<file path="src/rtl/pattern_pkg.sv">
`default_nettype none
// ==========================================================================
// pattern_pkg : mode encodings, colour-bar lookup and channel levels
// Rev 1.0
// ==========================================================================
package pattern_pkg;

  typedef enum logic [2:0] {
    MODE_BARS  = 3'd0,
    MODE_CHECK = 3'd1,
    MODE_GRAD  = 3'd2,
    MODE_BOX   = 3'd3,
    MODE_FLASH = 3'd4
  } mode_e;

  typedef struct packed {
    logic r;
    logic g;
    logic b;
  } bar_rgb_t;

  // Bar index 0..7 maps to white, yellow, cyan, green, magenta, red, blue, black.
  function automatic bar_rgb_t bar_lookup(input logic [2:0] idx);
    bar_rgb_t c;
    c.r = ~idx[1];
    c.g = ~idx[2];
    c.b = ~idx[0];
    return c;
  endfunction

  // Levels are returned 32 bits wide; callers cast down to their channel width.
  function automatic logic [31:0] chan_level(input int color_w, input logic on);
    return on ? ((32'd1 << color_w) - 32'd1) : 32'd0;
  endfunction

  // 0x40 on an 8-bit channel, i.e. one quarter of full scale.
  function automatic logic [31:0] dark_level(input int color_w);
    return 32'd1 << (color_w - 2);
  endfunction

endpackage
`default_nettype wire

</file>
<file path="src/rtl/pattern_box_mover.sv">
`default_nettype none
// ==========================================================================
// pattern_box_mover : bouncing-box position and direction, one step per frame
// Rev 1.0
// ==========================================================================
module pattern_box_mover #(
  parameter int H_ACTIVE = 640,
  parameter int V_ACTIVE = 480,
  parameter int CW       = 12,
  parameter int BOX_SIZE = 32
) (
  input  logic          i_pixclk,
  input  logic          reset,
  input  logic          i_step,
  output logic [CW-1:0] o_box_x_next,
  output logic [CW-1:0] o_box_y_next
);

  for (genvar a = 0; a < 2; a++) begin : g_axis
    localparam int C_LIMIT = (a == 0) ? (H_ACTIVE - BOX_SIZE) : (V_ACTIVE - BOX_SIZE);

    logic [CW-1:0] r_pos;
    logic [CW-1:0] w_pos_next;
    logic          r_neg;
    logic          w_neg_next;

    // At either wall the direction flips and the box steps back instead of through.
    always_comb begin
      w_pos_next = r_pos;
      w_neg_next = r_neg;
      if (i_step) begin
        if (!r_neg) begin
          if (r_pos >= CW'(C_LIMIT)) begin
            w_neg_next = 1'b1;
            w_pos_next = r_pos - CW'(1);
          end else begin
            w_pos_next = r_pos + CW'(1);
          end
        end else begin
          if (r_pos == '0) begin
            w_neg_next = 1'b0;
            w_pos_next = r_pos + CW'(1);
          end else begin
            w_pos_next = r_pos - CW'(1);
          end
        end
      end
    end

    always_ff @(posedge i_pixclk) begin
      if (reset) begin
        r_pos <= '0;
        r_neg <= 1'b0;
      end else begin
        r_pos <= w_pos_next;
        r_neg <= w_neg_next;
      end
    end
  end

  assign o_box_x_next = g_axis[0].w_pos_next;
  assign o_box_y_next = g_axis[1].w_pos_next;

endmodule
`default_nettype wire

</file>
<file path="src/rtl/pattern_gen.sv">
`default_nettype none
// ==========================================================================
// pattern_gen : multi-mode HDMI test-pattern source driven by timing strobes
// Rev 1.0
// ==========================================================================
module pattern_gen
  import pattern_pkg::*;
#(
  parameter int H_ACTIVE   = 640,
  parameter int V_ACTIVE   = 480,
  parameter int CW         = 12,
  parameter int COLOR_W    = 8,
  parameter int CHECK_LOG2 = 5,
  parameter int BOX_SIZE   = 32
) (
  input  logic               i_pixclk,
  input  logic               reset,
  input  logic [2:0]         i_mode,
  input  logic               i_rd,
  input  logic               i_newline,
  input  logic               i_newframe,
  output logic [COLOR_W-1:0] o_red,
  output logic [COLOR_W-1:0] o_grn,
  output logic [COLOR_W-1:0] o_blu,
  output logic [CW-1:0]      o_hcount,
  output logic [CW-1:0]      o_vcount,
  output logic [7:0]         o_frame,
  output logic [2:0]         o_mode,
  output logic               o_overrun
);

  localparam int               C_BAR_LEN = H_ACTIVE / 8;
  localparam int               C_BAR_W   = $clog2(C_BAR_LEN);
  localparam logic [COLOR_W-1:0] C_WHITE = COLOR_W'(chan_level(COLOR_W, 1'b1));
  localparam logic [COLOR_W-1:0] C_BLACK = COLOR_W'(chan_level(COLOR_W, 1'b0));
  localparam logic [COLOR_W-1:0] C_DARK  = COLOR_W'(dark_level(COLOR_W));
  localparam logic [CW:0]        C_BOX   = (CW+1)'(BOX_SIZE);

  logic [CW-1:0]      r_hcount, w_hcount_next;
  logic [CW-1:0]      r_vcount, w_vcount_next;
  logic [7:0]         r_frame,  w_frame_next;
  logic [2:0]         r_mode,   w_mode_next;
  logic               r_overrun, w_overrun_next;
  logic [C_BAR_W-1:0] r_bar_cnt, w_bar_cnt_next;
  logic [2:0]         r_bar_idx, w_bar_idx_next;
  logic [COLOR_W-1:0] r_red, r_grn, r_blu;
  logic [COLOR_W-1:0] w_red, w_grn, w_blu;
  logic [CW-1:0]      w_box_x, w_box_y;
  logic               w_in_box;
  bar_rgb_t           w_bar;

  pattern_box_mover #(
    .H_ACTIVE (H_ACTIVE),
    .V_ACTIVE (V_ACTIVE),
    .CW       (CW),
    .BOX_SIZE (BOX_SIZE)
  ) u_box (
    .i_pixclk     (i_pixclk),
    .reset        (reset),
    .i_step       (i_newframe),
    .o_box_x_next (w_box_x),
    .o_box_y_next (w_box_y)
  );

  always_comb begin
    w_hcount_next  = r_hcount;
    w_vcount_next  = r_vcount;
    w_frame_next   = r_frame;
    w_mode_next    = r_mode;
    w_overrun_next = r_overrun;
    w_bar_cnt_next = r_bar_cnt;
    w_bar_idx_next = r_bar_idx;
    if (i_newline) begin
      w_hcount_next  = '0;
      w_bar_cnt_next = '0;
      w_bar_idx_next = '0;
      if (r_vcount < CW'(V_ACTIVE)) w_vcount_next = r_vcount + CW'(1);
    end else if (i_rd) begin
      if (r_hcount >= CW'(H_ACTIVE)) begin
        w_overrun_next = 1'b1;
      end else begin
        w_hcount_next = r_hcount + CW'(1);
        if (r_bar_cnt == C_BAR_W'(C_BAR_LEN - 1)) begin
          w_bar_cnt_next = '0;
          w_bar_idx_next = r_bar_idx + 3'd1;
        end else begin
          w_bar_cnt_next = r_bar_cnt + C_BAR_W'(1);
        end
      end
    end
    if (i_newframe) begin
      w_vcount_next = '0;
      w_frame_next  = r_frame + 8'd1;
      w_mode_next   = i_mode;
    end
  end

  assign w_in_box = ({1'b0, w_hcount_next} >= {1'b0, w_box_x}) &&
                    ({1'b0, w_hcount_next} <  {1'b0, w_box_x} + C_BOX) &&
                    ({1'b0, w_vcount_next} >= {1'b0, w_box_y}) &&
                    ({1'b0, w_vcount_next} <  {1'b0, w_box_y} + C_BOX);

  // Pixel colour is derived from next-state values so the registered RGB has no lag.
  always_comb begin
    w_red = C_BLACK;
    w_grn = C_BLACK;
    w_blu = C_BLACK;
    w_bar = bar_lookup(w_bar_idx_next);
    if ((w_hcount_next < CW'(H_ACTIVE)) && (w_vcount_next < CW'(V_ACTIVE))) begin
      case (w_mode_next)
        MODE_BARS: begin
          w_red = w_bar.r ? C_WHITE : C_BLACK;
          w_grn = w_bar.g ? C_WHITE : C_BLACK;
          w_blu = w_bar.b ? C_WHITE : C_BLACK;
        end
        MODE_CHECK: begin
          if (w_hcount_next[CHECK_LOG2] ^ w_vcount_next[CHECK_LOG2]) begin
            w_red = C_WHITE;
            w_grn = C_WHITE;
            w_blu = C_WHITE;
          end
        end
        MODE_GRAD: begin
          w_red = w_hcount_next[COLOR_W-1:0];
          w_grn = w_vcount_next[COLOR_W-1:0];
          w_blu = COLOR_W'(w_frame_next);
        end
        MODE_BOX: begin
          if (w_in_box) w_grn = C_WHITE;
          else          w_blu = C_DARK;
        end
        MODE_FLASH: begin
          if (w_frame_next[5]) begin
            w_red = C_WHITE;
            w_grn = C_WHITE;
            w_blu = C_WHITE;
          end
        end
        default: ;
      endcase
    end
  end

  always_ff @(posedge i_pixclk) begin
    if (reset) begin
      r_hcount  <= '0;
      r_vcount  <= '0;
      r_frame   <= '0;
      r_mode    <= '0;
      r_overrun <= 1'b0;
      r_bar_cnt <= '0;
      r_bar_idx <= '0;
      r_red     <= '0;
      r_grn     <= '0;
      r_blu     <= '0;
    end else begin
      r_hcount  <= w_hcount_next;
      r_vcount  <= w_vcount_next;
      r_frame   <= w_frame_next;
      r_mode    <= w_mode_next;
      r_overrun <= w_overrun_next;
      r_bar_cnt <= w_bar_cnt_next;
      r_bar_idx <= w_bar_idx_next;
      r_red     <= w_red;
      r_grn     <= w_grn;
      r_blu     <= w_blu;
    end
  end

  assign o_red     = r_red;
  assign o_grn     = r_grn;
  assign o_blu     = r_blu;
  assign o_hcount  = r_hcount;
  assign o_vcount  = r_vcount;
  assign o_frame   = r_frame;
  assign o_mode    = r_mode;
  assign o_overrun = r_overrun;

endmodule
`default_nettype wire

</file>
<file path="config.mk">
export PLATFORM = sky130hd
export DESIGN_NAME = pattern_gen
export DESIGN_NICKNAME = d
export VERILOG_FILES = /design/src/rtl/pattern_pkg.sv /design/src/rtl/pattern_box_mover.sv /design/src/rtl/pattern_gen.sv
export SDC_FILE = /design/constraint.sdc
export NUM_CORES = 1
export LEC_CHECK = 0
export ABC_AREA = 1
export CAP_MARGIN = 20
export CORE_UTILIZATION = 42
export CTS_CLUSTER_SIZE = 20
export DETAILED_ROUTE_END_ITERATION = 10
export DONT_BUFFER_PORTS = 1
export SLEW_MARGIN = 20
export SYNTH_ARGS = -nofsm -noshare
export SYNTH_HDL_FRONTEND = slang
export SYNTH_HIERARCHICAL = 1
export SYNTH_SLANG_ARGS = --single-unit
</file>
<file path="constraint.sdc">
create_clock -name i_pixclk -period 4.8 [get_ports i_pixclk]
set_clock_uncertainty 0.15 [all_clocks]
set_input_delay 0.48 -clock i_pixclk [delete_from_list [all_inputs] [get_ports i_pixclk]]
set_output_delay 0.48 -clock i_pixclk [all_outputs]
set_load 0.01 [all_outputs]
</file>
* Word-level counts from Yosys, hierarchy flattened *
Index checks and enable logic that the tools add are counted.
W data, S select, Z words.

cells by class
  add/sub/neg operators = 11
  magnitude comparators = 10
  equality and inequality tests = 5
  mux-type cells = 37
  bitwise operators = 4
  reductions and logical operators = 11

operators with widths
  kind                     number
  $mux W12                 14
  $pmux W8 S5              2
  $mux W8                  7
  $add A12 B1 Y12 const B  4
  $pmux W8 S4              1
  $add A12 B6 Y13 const B  2
  $lt A12 B13 Y1           2
  $ge A12 B10 Y1 const B   2
  $ge A12 B12 Y1           2
  $logic_not A12 Y1        2
  $lt A12 B9 Y1 const B    2
  $sub A12 B1 Y12 const B  2
  $mux W3                  5
  $mux W7                  2
  $ge A12 B9 Y1 const B    1
  $lt A12 B10 Y1 const B   1
  $add A8 B1 Y8 const B    1
  $add A7 B1 Y7 const B    1
  $eq A7 B7 Y1 const B     1
  $eq A3 B2 Y1 const B     2
  $mux W1                  6
  $logic_and A1 B1 Y1      4
  $reduce_or A2 Y1         2
  $add A3 B1 Y3 const B    1
  7 further kinds          9

storage, ports and cells
  register bits = 96
  output and inout port bits = 60
  word-level logic and storage cells = 92

* Logic depth before layout (Yosys ltp) *
Gate-level depths: netlist of the first run.

  depth in word-level cells = 11
  mapped depth = 27
  gate-level depth less buffers = 27

* Cells and area by module *
Netlist of the first run, hierarchy kept.

modules (own cells, without submodules)
  module             instances  cells an instance  area an instance (um^2)
  pattern_gen        1          718                4724.5
  pattern_box_mover  1          360                2198.4

* Worst setup path after synthesis of the first run *
OpenSTA, ideal clock, no wires.

  kind = register to register
  start = reg u_box.g_axis[0].r_pos[0]
  end = reg r_grn[0] (netlist: o_grn[0])
  data arrival time = 3.061 ns
  required time = 4.586 ns
  path slack = 1.525 ns
  cell stages (with the launch flop) = 27
  buffers on the path = 1
  cells stage by stage = dfxtp_1 > inv_1 > ha_1 > nand3_2 > o21ai_4 > nand2_4 > buf_6 > nand2_1 > nand3_1 > o21ai_1 > inv_1 > ha_1 > nand2_1 > nor2_1 > nand3_1 > xor2_1 > ha_1 > and3_1 > nand2_1 > nor2_1 > nand2_1 > nand2_1 > nor2_1 > nand3_1 > nand2_1 > nor2_1 > nor2_1

between the ends
  word-level cells in the longest chain between the ends = 11
  elaborated cells on any way between the ends = 16

ends and longest elaborated chain
  what                                     RTL line                                          RTL
  start, declared                          pattern_box_mover.sv:22                           logic [CW-1:0] r_pos;
  start signal, assigned                   pattern_box_mover.sv:55                           r_pos <= w_pos_next;
  $add A12 B1 Y12 (tied with other cells)  pattern_box_mover.sv:37, pattern_box_mover.sv:42
  $mux W12 (on tied branches)              pattern_box_mover.sv:33, pattern_box_mover.sv:40
  $mux W12 *                               pattern_box_mover.sv:32                           if (!r_neg) begin
  $mux W12 *                               pattern_box_mover.sv:31                           if (i_step) begin
  named net w_box_x[5]                     pattern_gen.sv:48                                 logic [CW-1:0] w_box_x, w_box_y;
  $add A12 B6 Y13                          pattern_gen.sv:99                                 ({1'b0, w_hcount_next} < {1'b0, w_box_x} + C_BOX) &&
  $lt A12 B13 Y1                           pattern_gen.sv:99
  $logic_and A1 B1 Y1 *                    pattern_gen.sv:98                                 assign w_in_box = ({1'b0, w_hcount_next} >= {1'b0, w_box_x}) &&
  $logic_and A1 B1 Y1 *                    pattern_gen.sv:99
  $logic_and A1 B1 Y1 *                    pattern_gen.sv:100                                ({1'b0, w_vcount_next} >= {1'b0, w_box_y}) &&
  $mux W8 *                                pattern_gen.sv:129                                if (w_in_box) w_grn = C_WHITE;
  $pmux W8 S5 *                            pattern_gen.sv:110                                case (w_mode_next)
  end signal, assigned                     pattern_gen.sv:165                                r_grn <= w_grn;
  end, declared                            pattern_gen.sv:46                                 logic [COLOR_W-1:0] r_red, r_grn, r_blu;

The timed path passes the listed nets; every way through them passes the cells marked *.
A chain may end at the register's enable or synchronous reset.

* Worst setup path after layout of the first run *
  start = reg u_box.g_axis[0].r_pos[0]
  end = reg r_grn[6] (netlist: o_grn[6])

Same word-level chain as after synthesis.

==> results of run 1 <==
-- per-stage QoR --
step                power [uW]  std cells  hold WS, ps  area (um2)   util
CTS                       3030       1282         24.5        7290  0.456
global route              3280       1282         17.1        7290  0.456
detailed placement        2290       1266          296        7010  0.438
finish                    2990       1282         31.6        7290  0.456
global placement          2290       1266          285        7010  0.438
floorplan                 2040       1078          264        6920      -
-- final cells by class --
class | count | area [um2] | share of cell area
tap | 216 | 270 | 0.0370
inverter | 160 | 601 | 0.0823
timing repair buffer | 1 | 7.51 | 0.00103
clock buffer | 9 | 225 | 0.0309
clock inverter | 7 | 62.6 | 0.00858
multi-input combinational | 793 | 4210 | 0.577
sequential | 96 | 1920 | 0.263
-- metal layers --
metal / up-vias / global-route usage / part of all wire
met4: 0 / 0.0595 / 0.013
met2: 102 / 0.348 / 0.46
met5: - / 0 / 0
met3: 17 / 0.0440 / 0.049
met1: 2781 / 0.257 / 0.48
li1: 3367 / - / -
-- flip-flops by register name, indices dropped and copies added, names as in the netlist --
signal	cells
o_grn	8
r_bar_idx	3
o_blu	8
o_mode	3
o_hcount	12
o_vcount	12
u_box/g_axis.r_neg	2
o_overrun	1
o_red	8
o_frame	8
u_box/g_axis.r_pos	24
r_bar_cnt	7
-- cell usage after synthesis (8+ instances only) --
master | instances | share of area
nand2_1 | 298 | 0.16
inv_1 | 154 | 0.083
nor2_1 | 143 | 0.078
dfxtp_1 | 96 | 0.28
nand3_1 | 90 | 0.065
ha_1 | 52 | 0.094
a21oi_1 | 37 | 0.027
nand4_1 | 30 | 0.027
xor2_1 | 24 | 0.030
nor3_1 | 18 | 0.013
o21ai_0 | 14 | 0.010
nor2_2 | 12 | 0.011
clkbuf_1 | 10 | 0.0054
nand3b_1 | 9 | 0.0098
buf_6 | 8 | 0.013
nand3_2 | 8 | 0.012
-- report_power, final --
part	leakage, uW	switching, uW	total, uW	internal, uW
clock	0.000132	355	717	362
combinational	0.00272	858	1320	466
sequential	0.000780	89.1	954	864
total	0.00364	1300	2990	1690
-- path summary, 6_finish.rpt --
kind | start | to | slack (ps)
setup / recovery | u_box/g_axis[0].r_pos[0]$_SDFF_PP0_ | o_grn[6]$_SDFF_PP0_ | 990
hold / removal | reset | u_box/g_axis[0].r_pos[8]$_SDFF_PP0_ | 30
setup reg to reg | u_box/g_axis[0].r_pos[0]$_SDFF_PP0_ | o_grn[6]$_SDFF_PP0_ | 990
hold reg to reg | r_bar_cnt[6]$_SDFFE_PP0P_ | r_bar_cnt[6]$_SDFFE_PP0P_ | 300
-- kinds of logic after synthesis --
| logic type | Yosys count |
|---|---|
| adders and majority gates | 52 |
| buffers and inverters | 189 |
| xor gates and xnor gates | 30 |
| AOI/OAI and AO/OA | 74 |
| and+or+nand+nor | 637 |
| DFF | 96 |
==> metrics.cfg, run 1 <==
[logic_synthesis]
synthMuxAreaShare=0
synth.avg_cell_area_um2=6.42
synthArstFlopShare=0
synthAdderAreaFrac=0.0940
synth_compound_area_frac=0.0651
synth_cells=1078
yosys.area_share.simple=0.411
ys_seq_area_frac=0.278
syn_nets=1138
synth_warnings=6
netlist_area_um2=6920
synth_edf_count=0
synthXorXnorAreaFrac=0.0380
synthFlopType=dfxtp_1
synth_top_family_by_area=simple AND/OR/NAND/NOR gates
netlist-cell-type-count=42
ys_ff_latch=96

[sta]
fmax_mhz=263
finalHoldViolCount=0
fin_crit_sh=0.794
fin_setup_tns_ps=0
period_needed_ps=3810
setup_viol=0
fin_ws_ps=991
tightest_slew_ps=656
maxSlewViolCount=0
rsz0062_at_grt=no
slew_headroom=0.562

[cts]
cts_repair_resize_count=0
ctsHoldBuffers=0
insertion_delay_ps=360
tritoncts=yes
cts_buffers=9
cts-htree-levels=3
clk_pin_slew_ps=70
cts-root-buf=clkbuf_16
clock-sinks=96
post-cts-setup-buffer-count=0
cts.path.max_buffers=2

[floorplanning]
die_h_um=130
io_pins=68
die_x_um=130
core-area_um2=16000
start_util=0.433
dieArea_um2=17000
rows=46

[critical_path]
crit_slowest_cell=dfxtp_1
ff2ff_path_depth=25
crit_cells=25
worstSetupPathType=register to register
endpoint_kind=register
critPathTopFamily=simple AND/OR/NAND/NOR gates
slowest_delay_ps=340
crit_top_cell=nand2_1
start_kind=register
crit_fanout=12
crit_required_ps=4950
worst-path-buf-inv=2
cp.arrival_ps=3960

[global_route]
antenna_found_initial=0
grt_pass1_vias=5723
grt_pass1_wl_um=27300
gr-total-overflow=0
grt_max_degree=62
grt_use_total=0.204

[routing]
ant_nets=0
routed_wl_um=16400
vias_per_cell=4.89
routedWlPerCell_um=12.8
vias=6267
drt_iter0_drc=336
drc_errors=0
drtPass1Iterations=4

[cells_and_area]
nNetsFinal=1121
final_cell_mix=298 x nand2_1, 154 x inv_1, 143 x nor2_1
area_growth_pct=5.37
fill_cells=1740
layout-drive-gt1-share=0.0657
final_common_cell=nand2_1
antenna_cells=0

[place]
pre_cts_ws_ps=987
io_buffers=0
gp_congestion=0.901
hpwl_um=12500

[worst_hold_path]
holdCritPathClass=input pin to register
holdPathStages=1

[outcome]
status=finished, final reports clean

[power_and_ir_drop]
powerDensity_nw_per_um2=410
peakVddDrop_mv=0.178
p_leak_uw=0.00364

[job]
maxCapViolations=0

No activity file was read; power rests on OpenSTA's default activity.
==> run 2: changes to the inputs <==
==> constraint.sdc (replaced) <==
create_clock -name i_pixclk -period 3.9 [get_ports i_pixclk]
set_clock_uncertainty 0.15 [all_clocks]
set_input_delay 0.39 -clock i_pixclk [delete_from_list [all_inputs] [get_ports i_pixclk]]
set_output_delay 0.39 -clock i_pixclk [all_outputs]
set_load 0.01 [all_outputs]
==> metrics.cfg, run 2 (synthesis results as in run 1) <==
[floorplanning]
core-area_um2=16000
io_pins=68
die_h_um=130
die_x_um=130
rows=46
start_util=0.433
dieArea_um2=17000

[cts]
cts_buffers=9
tritoncts=yes
clk_pin_slew_ps=70
cts-htree-levels=3
cts.path.max_buffers=2
cts-root-buf=clkbuf_16
clock-sinks=96
insertion_delay_ps=360

[critical_path]
reg2reg_slack_ps=300
endpoint_kind=register
crit_fanout=8
r2r_start=u_box/g_axis[1].r_pos[0]$_SDFF_PP0_
start_kind=register
startpoint=u_box/g_axis[1].r_pos[0]$_SDFF_PP0_
cp.arrival_ps=3740
crit_slowest_cell=dfxtp_1
slowest_delay_ps=340
crit_required_ps=4040
worstSetupPathType=register to register
ff2ff_path_depth=25

[place]
gp_congestion=0.877
io_buffers=0
hpwl_um=12600

[outcome]
status=finished, final reports clean

[sta]
fin_setup_tns_ps=0
finalHoldViolCount=0
rsz0062_at_grt=no
holdWs_ps=56.5
tightest_slew_ps=506
fin_crit_sh=0.923
setup_viol=0
period_needed_ps=3600
maxSlewViolCount=0
fmax_mhz=278
slew_headroom=0.662

[cells_and_area]
largest_reg_flops=24
layout-drive-gt1-share=0.0762
final_common_cell=nand2_1
largest_register=u_box/g_axis.r_pos
fill_cells=1732
antenna_cells=0
multi_input_area_um2=4220
regArea_um2=1920
area_growth_pct=7.59
nNetsFinal=1131
final_cell_mix=297 x nand2_1, 154 x inv_1, 140 x nor2_1

[global_route]
antenna_found_initial=0
grt_max_degree=60
grt_pass1_wl_um=28200
grt_pass1_vias=5815
grt_use_total=0.210
gr-total-overflow=0

[power_and_ir_drop]
peakVddDrop_mv=0.327
p_total_uw=3900
p_leak_uw=0.00372
powerDensity_nw_per_um2=523

[routing]
vias=6315
drt_iter0_drc=343
routed_wl_um=17100
drtPass1Iterations=5
vias_per_cell=4.89
ant_nets=0
drc_errors=0
routedWlPerCell_um=13.3

[worst_hold_path]
holdCritPathClass=input pin to register
min_from=i_rd
holdPathStages=2

[job]
maxCapViolations=0

## run 2: cell types whose count changed in the layout (fill, tap and decap cells not counted), sizes merged
cell	before	now
buf	1	9
dlygate4sd3	0	2
clkinvlp	3	1
bufinv	0	2
## run 2: per-layer routing
| metal | vias up | wire (um) | track usage |
|---|---|---|---|
| met3 | 10 | 653 | 0.0273 |
| met2 | 104 | 7970 | 0.364 |
| met4 | 0 | 178 | 0.0602 |
| met5 | - | 0 | 0 |
| li1 | 3383 | - | - |
| met1 | 2818 | 8340 | 0.272 |
## run 2: stage by stage
step	setup slack, ps	utilization	cell area, um2	cells
4_1_cts	184	0.464	7420	1290
6_report	299	0.466	7450	1292
5_1_grt	23.2	0.466	7450	1292
3_5_place_dp	203	0.440	7040	1271
3_3_place_gp	301	0.440	7040	1271
2_1_floorplan	625	-	6920	1078
## run 2: layout make-up
type / instances / share of cell area
inverter: 160 / 0.0806
tap: 216 / 0.0363
clock buffer: 9 / 0.0302
timing repair buffer: 11 / 0.0144
multi-input combinational: 793 / 0.567
clock inverter: 7 / 0.0136
sequential: 96 / 0.258
## run 2: what timing repair did
action                                  in CTS  in global routing
hold endpoints to repair                    59                  0
resized for setup                            0                  5
setup buffers                                0                  2
endpoints found under the setup margin       0                  9
hold buffers                                 3                  0
## run 2: critical path, delay by kind of cell, from the launching register on
kind	cells	cell delay [ps]
xor+xnor	1	170
fa+ha+maj	2	420
flops	1	340
buf+inv	5	620
simple gates	17	1830
## run 2: power breakdown
| group | switching [uW] | internal, uW | leakage (uW) |
|---|---|---|---|
| Sequential | 109 | 1060 | 0.000780 |
| Combinational | 1110 | 614 | 0.00278 |
| Clock | 427 | 571 | 0.000158 |
## run 2: worst paths after layout
| check | to |
|---|---|
| hold reg to reg | r_bar_cnt[6]$_SDFFE_PP0P_ |
| setup reg to reg | o_grn[3]$_SDFF_PP0_ |
| setup / recovery | o_grn[3]$_SDFF_PP0_ |
| hold / removal | o_overrun$_SDFFE_PP0P_ |
